### config.mk
export PLATFORM = sky130hd
export DESIGN_NAME = load_store_unit
export DESIGN_NICKNAME = d
export VERILOG_FILES = /design/src/rtl/lsu_pkg.sv /design/src/rtl/lsu_access_check.sv /design/src/rtl/load_store_unit.sv
export SDC_FILE = /design/constraint.sdc
export NUM_CORES = 1
export LEC_CHECK = 0
export CORE_UTILIZATION = 41
export DETAILED_ROUTE_END_ITERATION = 10
export GPL_TIMING_DRIVEN = 1
export PLACE_DENSITY = 0.83
export SYNTH_ARGS = -nofsm -noshare
export SYNTH_HDL_FRONTEND = slang
export SYNTH_SLANG_ARGS = --single-unit
### constraint.sdc
create_clock -name Clk -period 3.6 [get_ports Clk]
set_input_delay 1.08 -clock Clk [delete_from_list [all_inputs] [get_ports Clk]]
set_output_delay 1.08 -clock Clk [all_outputs]
set_load 0.05 [all_outputs]
### src/rtl/lsu_pkg.sv
// Shared types and constants for the load/store unit: access size codes,
// RISC-V load/store funct3 encodings and the control FSM state encoding.
package lsu_pkg;

  typedef enum logic [1:0] {
    BYTE     = 2'b00,
    HALFWORD = 2'b01,
    WORD     = 2'b10
  } size_e;

  localparam logic [2:0] F3_LB  = 3'b000;
  localparam logic [2:0] F3_LH  = 3'b001;
  localparam logic [2:0] F3_LW  = 3'b010;
  localparam logic [2:0] F3_LBU = 3'b100;
  localparam logic [2:0] F3_LHU = 3'b101;

  typedef enum logic [1:0] {
    IDLE   = 2'b00,
    ACCESS = 2'b01,
    RESP   = 2'b10
  } state_e;

  // The unused size code 11 is treated as a word so range checks stay conservative.
  function automatic logic [2:0] size_bytes(input logic [1:0] code);
    case (code)
      2'b00:   size_bytes = 3'd1;
      2'b01:   size_bytes = 3'd2;
      default: size_bytes = 3'd4;
    endcase
  endfunction

endpackage

### src/rtl/lsu_access_check.sv
// Combinational decode of a load/store request: access size plus a single
// fault flag covering illegal funct3, misalignment and out-of-range addresses.
module lsu_access_check
  import lsu_pkg::*;
#(
  parameter int MEM_BYTES = 512
) (
  input  logic [2:0]  funct3,
  input  logic        is_store,
  input  logic [31:0] addr,
  output size_e       size,
  output logic        fault
);

  logic        illegal;
  logic        misaligned;
  logic        out_of_range;
  logic [32:0] last_byte;

  always_comb begin
    size = size_e'(funct3[1:0]);

    case (funct3)
      F3_LB, F3_LH, F3_LW: illegal = 1'b0;
      F3_LBU, F3_LHU:      illegal = is_store;
      default:             illegal = 1'b1;
    endcase

    misaligned = ((funct3[1:0] == 2'b01) && addr[0]) ||
                 ((funct3[1:0] == 2'b10) && (addr[1:0] != 2'b00));

    // Widened by one bit so an access straddling 2^32 cannot wrap back into range.
    last_byte    = {1'b0, addr} + {30'b0, size_bytes(funct3[1:0]) - 3'd1};
    out_of_range = (last_byte >= 33'(MEM_BYTES));

    fault = illegal | misaligned | out_of_range;
  end

endmodule

### src/rtl/load_store_unit.sv
// Load/store unit: accepts one request at a time, performs a single-cycle
// access to a big-endian data memory and returns a one-cycle response pulse.
module load_store_unit
  import lsu_pkg::*;
#(
  parameter int MEM_BYTES = 512
) (
  input  logic        Clk,
  input  logic        Reset,
  input  logic        ReqValid,
  output logic        ReqReady,
  input  logic        ReqIsStore,
  input  logic [2:0]  ReqFunct3,
  input  logic [31:0] ReqAddr,
  input  logic [31:0] ReqData,
  output logic        RespValid,
  output logic [31:0] RespData,
  output logic        RespFault,
  output logic        MemEnable,
  output logic        MemReadWrite,
  output logic        MemSignExt,
  output logic [8:0]  MemAddress,
  output logic [31:0] MemDataIn,
  output logic [1:0]  MemSize,
  input  logic [31:0] MemDataOut
);

  state_e      state_q, state_d;
  logic        is_store_q, is_store_d;
  logic        resp_valid_q, resp_valid_d;
  logic [31:0] resp_data_q, resp_data_d;
  logic        resp_fault_q, resp_fault_d;
  logic        mem_en_q, mem_en_d;
  logic        mem_rw_q, mem_rw_d;
  logic        mem_sext_q, mem_sext_d;
  logic [1:0]  mem_size_q, mem_size_d;
  logic [8:0]  mem_addr_q, mem_addr_d;
  logic [31:0] mem_din_q, mem_din_d;

  size_e       access_size;
  logic        access_fault;

  lsu_access_check #(
    .MEM_BYTES(MEM_BYTES)
  ) u_access_check (
    .funct3  (ReqFunct3),
    .is_store(ReqIsStore),
    .addr    (ReqAddr),
    .size    (access_size),
    .fault   (access_fault)
  );

  assign ReqReady = (state_q == IDLE);

  always_comb begin
    state_d      = state_q;
    is_store_d   = is_store_q;
    resp_valid_d = 1'b0;
    resp_data_d  = resp_data_q;
    resp_fault_d = resp_fault_q;
    mem_en_d     = 1'b0;
    mem_rw_d     = 1'b0;
    mem_sext_d   = 1'b0;
    mem_size_d   = 2'b00;
    mem_addr_d   = mem_addr_q;
    mem_din_d    = mem_din_q;

    case (state_q)
      IDLE: begin
        if (ReqValid) begin
          is_store_d = ReqIsStore;
          // Faulting requests skip the memory entirely and respond next cycle.
          if (access_fault) begin
            state_d      = RESP;
            resp_valid_d = 1'b1;
            resp_fault_d = 1'b1;
            resp_data_d  = 32'h0;
          end else begin
            state_d    = ACCESS;
            mem_en_d   = 1'b1;
            mem_rw_d   = ReqIsStore;
            mem_size_d = access_size;
            mem_sext_d = ~ReqIsStore & ~ReqFunct3[2];
            mem_addr_d = ReqAddr[8:0];
            mem_din_d  = ReqData;
          end
        end
      end
      ACCESS: begin
        state_d      = RESP;
        resp_valid_d = 1'b1;
        resp_fault_d = 1'b0;
        resp_data_d  = is_store_q ? 32'h0 : MemDataOut;
      end
      RESP: begin
        state_d = IDLE;
      end
      default: begin
        state_d = IDLE;
      end
    endcase
  end

  always_ff @(posedge Clk or posedge Reset) begin
    if (Reset) begin
      state_q      <= IDLE;
      is_store_q   <= 1'b0;
      resp_valid_q <= 1'b0;
      resp_data_q  <= 32'h0;
      resp_fault_q <= 1'b0;
      mem_en_q     <= 1'b0;
      mem_rw_q     <= 1'b0;
      mem_sext_q   <= 1'b0;
      mem_size_q   <= 2'b00;
      mem_addr_q   <= 9'h0;
      mem_din_q    <= 32'h0;
    end else begin
      state_q      <= state_d;
      is_store_q   <= is_store_d;
      resp_valid_q <= resp_valid_d;
      resp_data_q  <= resp_data_d;
      resp_fault_q <= resp_fault_d;
      mem_en_q     <= mem_en_d;
      mem_rw_q     <= mem_rw_d;
      mem_sext_q   <= mem_sext_d;
      mem_size_q   <= mem_size_d;
      mem_addr_q   <= mem_addr_d;
      mem_din_q    <= mem_din_d;
    end
  end

  assign RespValid    = resp_valid_q;
  assign RespData     = resp_data_q;
  assign RespFault    = resp_fault_q;
  assign MemEnable    = mem_en_q;
  assign MemReadWrite = mem_rw_q;
  assign MemSignExt   = mem_sext_q;
  assign MemSize      = mem_size_q;
  assign MemAddress   = mem_addr_q;
  assign MemDataIn    = mem_din_q;

endmodule

==> results_dict.tcl, run 1 <==
set metrics [dict create \
    cp-end-kind "register" \
    antenna-diode-count 0 \
    fmax_mhz 251 \
    multi_input_area_mm2 0.00196 \
    fin_crit_sh 1.11 \
    irDropWorstVdd_v 0.000199 \
    grt.total_usage 0.269 \
    port_buffers 183 \
    p_int_mw 1.39 \
    slew_headroom 0.159 \
    drv_slew 0 \
    yosys_register_bits 83 \
    setup.worst_path.class "in -> reg" \
    grt_pass1_wl_um 20100 \
    swShare 0.266 \
    hpwl_um 8100 \
    path_max_fanout 6 \
    grt_util_met3 0.0816 \
    p_switching_mw 0.505 \
    cts_tree "yes" \
    num_io_pins 184 \
    worst_hold_path_type "reg -> reg" \
    post-route-util 0.806 \
    vias_per_cell 5.59 \
    combPwrFrac 0.178 \
    synthesis.instances 293 \
    p_per_area_mw_per_mm2 266 \
    crit_end "MemDataIn[2]" \
    violations "DRC, setup timing" \
    initial_core_util 0.428 \
    finClkSkew_ns 0.0130 \
    final_antenna_net_count 0 \
    path_clk_slew_ns 0.09 \
    pwr-share-clk 0.328 \
    antenna_found_initial 0 \
    setup_ws_ns -0.378 \
    rsz0062_at_grt "true" \
    finalHoldViolations 0 \
    yosysSeqAreaShare 0.548 \
    first_pass_iters 8 \
    place_congestion 1.05 \
    tightest_slew_ns 1.26 \
    fp.dieArea_mm2 0.00963 \
    grt_pass1_vias 3957 \
    fp.dieW_um 98.1 \
    wire_per_inst_um 21.5 \
    required_ns 3.83 \
    grt_max_degree 50 \
    cts-root-buf "clkbuf_8" \
    ff_latch_area_mm2 0.00208 \
    syn-num-nets 402 \
    synth_area_per_cell_um2 12.9 \
    syn_area_mm2 0.00379 \
    arrival_ns 4.21 \
    nFillCells 486 \
    hold_buffers 0 \
    setup_violations 81 \
    placeableCoreArea_mm2 0.00885 \
    synth_edf_count 0 \
    rr_startpoint "state_q[1]" \
    yosys_most_used_dff "dfrtp_1" \
    area_growth_pct 88.2 \
    wl_um 14400 \
    r2r_slack_ns 1.39 \
    fin_nets 663 \
    overflow 0 \
    min_period_ns 3.98 \
    cts_buffers 9 \
    initialDrtViolationCount 132 \
    leakage_nw 3.11 \
    fin_setup_tns_ns -22.57 \
    yosys_warnings 0 \
    cts_num_sinks 83 \
    status "finished with violations" \
    crit_start "ReqAddr[1]" \
    grt_busiest_layer "met2" \
    power.share.sequential 0.494 \
    synthArstFlopShare 1.00 \
    worstReg2RegEnd "MemDataIn[2]" \
    reg2reg_depth 7 \
    rows 34 \
    met2_usage 0.486 \
    synth_cell_types 51 \
    worst_skew_pair.late_latency_ns 0.35 \
    htree_levels 3 \
    clockBufferDepth 2 \
    hold_start "MemDataIn[8]" \
    drv_cap 0 \
    grt_use_met1 0.290 \
    drive_gt1_frac 0.318 \
    start_kind "primary input" \
    vias 3731 \
    drc_errors 12 \
    die_h_um 98.1 \
]
cells by family after synthesis:
family	Yosys count	share of synthesized area
multiplexers	45	0.133
adder cells (fa/ha/maj)	6	0.0218
buffers and inverters	22	0.0307
AND/OR/NAND/NOR	72	0.117
flip-flops	83	0.548
XOR/XNOR	7	0.0162
AO/OA/AOI/OAI	58	0.134
power groups by stage:
stage,sequential (mW),clock [mW],combinational (mW)
after floorplan,0.957,0,0.0786
after global placement,0.955,0,0.265
after detailed placement,0.955,0,0.273
after CTS,0.936,0.617,0.301
after global routing,0.937,0.674,0.356
final,0.937,0.621,0.337
metrics by stage:
step / worst slack [ns] / instances / total power [mW] / instance area (um2) / hold WS (ns)
2_1_floorplan: -0.642 / 293 / 1.04 / 3870 / 0.480
3_3_place_gp: -1.12 / 620 / 1.22 / 6170 / 0.490
3_5_place_dp: -1.26 / 620 / 1.23 / 6170 / 0.495
4_1_cts: -0.284 / 656 / 1.85 / 6790 / 0.519
5_1_grt: -0.516 / 667 / 1.97 / 7130 / 0.539
6_report: -0.378 / 667 / 1.89 / 7130 / 0.521
final cells by class:
type,count,share of cell area
Inverter,7,0.00386
Timing Repair Buffer,265,0.387
Clock inverter,6,0.00684
Clock buffer,10,0.0179
Multi-Input combinational cell,188,0.274
Tap cell,108,0.0190
Sequential cell,83,0.291
cell usage in the layout (no fill, tap or decap), drive strengths merged, types with 5 or more instances in the layout:
cell / count
nand3: 11
and3: 5
inv: 8
mux2: 42
buf: 80
a32o: 32
nor2: 10
nor4: 8
clkdlybuf4s50: 180
o21ai: 6
nand2: 9
ha: 5
nor3: 5
clkbuf: 14
dfrtp: 83
per-layer routing:
layer	up-vias	wire length, um
met5	-	0
met4	0	561
met3	42	1100
met2	188	7600
met1	1852	5120
li1	1649	-
cells in the mapped netlist, types with 5 or more instances:
| master | number | area, um2 |
|---|---|---|
| nand2_1 | 8 | 30.0 |
| dfrtp_1 | 83 | 2080 |
| nand3_1 | 11 | 55.1 |
| mux2_2 | 37 | 417 |
| mux2_1 | 5 | 56.3 |
| nor4_1 | 7 | 43.8 |
| clkbuf_1 | 8 | 30.0 |
| nor2_1 | 10 | 37.5 |
| ha_1 | 5 | 62.6 |
| inv_1 | 7 | 26.3 |
| a32o_1 | 32 | 320 |
| and3_1 | 5 | 31.3 |
critical path, stage by stage:
cell and delay, ns:
clkdlybuf4s50_1 0.51, inv_2 0.06, fa_2 0.40, nor2b_4 0.14, buf_4 0.14, o21ai_4 0.09, a2111oi_1 0.37, a21oi_1 0.10
a211oi_2 0.25, nand3_2 0.15, nor3_4 0.19, buf_6 0.16, buf_12 0.12, buf_16 0.12, mux2_4 0.31
worst min path at each step:
stage                               end  slack, ns  cells past startpoint
after floorplan              is_store_q       0.48                      1
final                      MemDataIn[8]       0.52                      1
after global placement     MemDataIn[9]       0.49                      1
after detailed placement  MemAddress[2]       0.50                      1
after CTS                 MemDataIn[23]       0.52                      1
after global routing       MemDataIn[8]       0.54                      1
state kept, by name, summed over array words and instances (netlist names):
name,cells
MemDataIn,32
RespData,32
MemAddress,9
MemSize,2
state_q,2
MemEnable,1
MemReadWrite,1
MemSignExt,1
RespFault,1
RespValid,1
is_store_q,1
repair_timing:
| action | in CTS | in global routing |
|---|---|---|
| gates resized for setup | 52 | 48 |
| endpoints found under the setup margin | 82 | 81 |
| setup buffers | 15 | 7 |
| cloned | 6 | 5 |
| pin swaps | 18 | 36 |
(Power assumes the default switching activity.)
==> run 2, diff against run 1 <==
HOLD_SLACK_MARGIN = 0.08   (was unset)
==> results of run 2 <==
The final DEF is identical to that of run 1; final timing and power are the same.
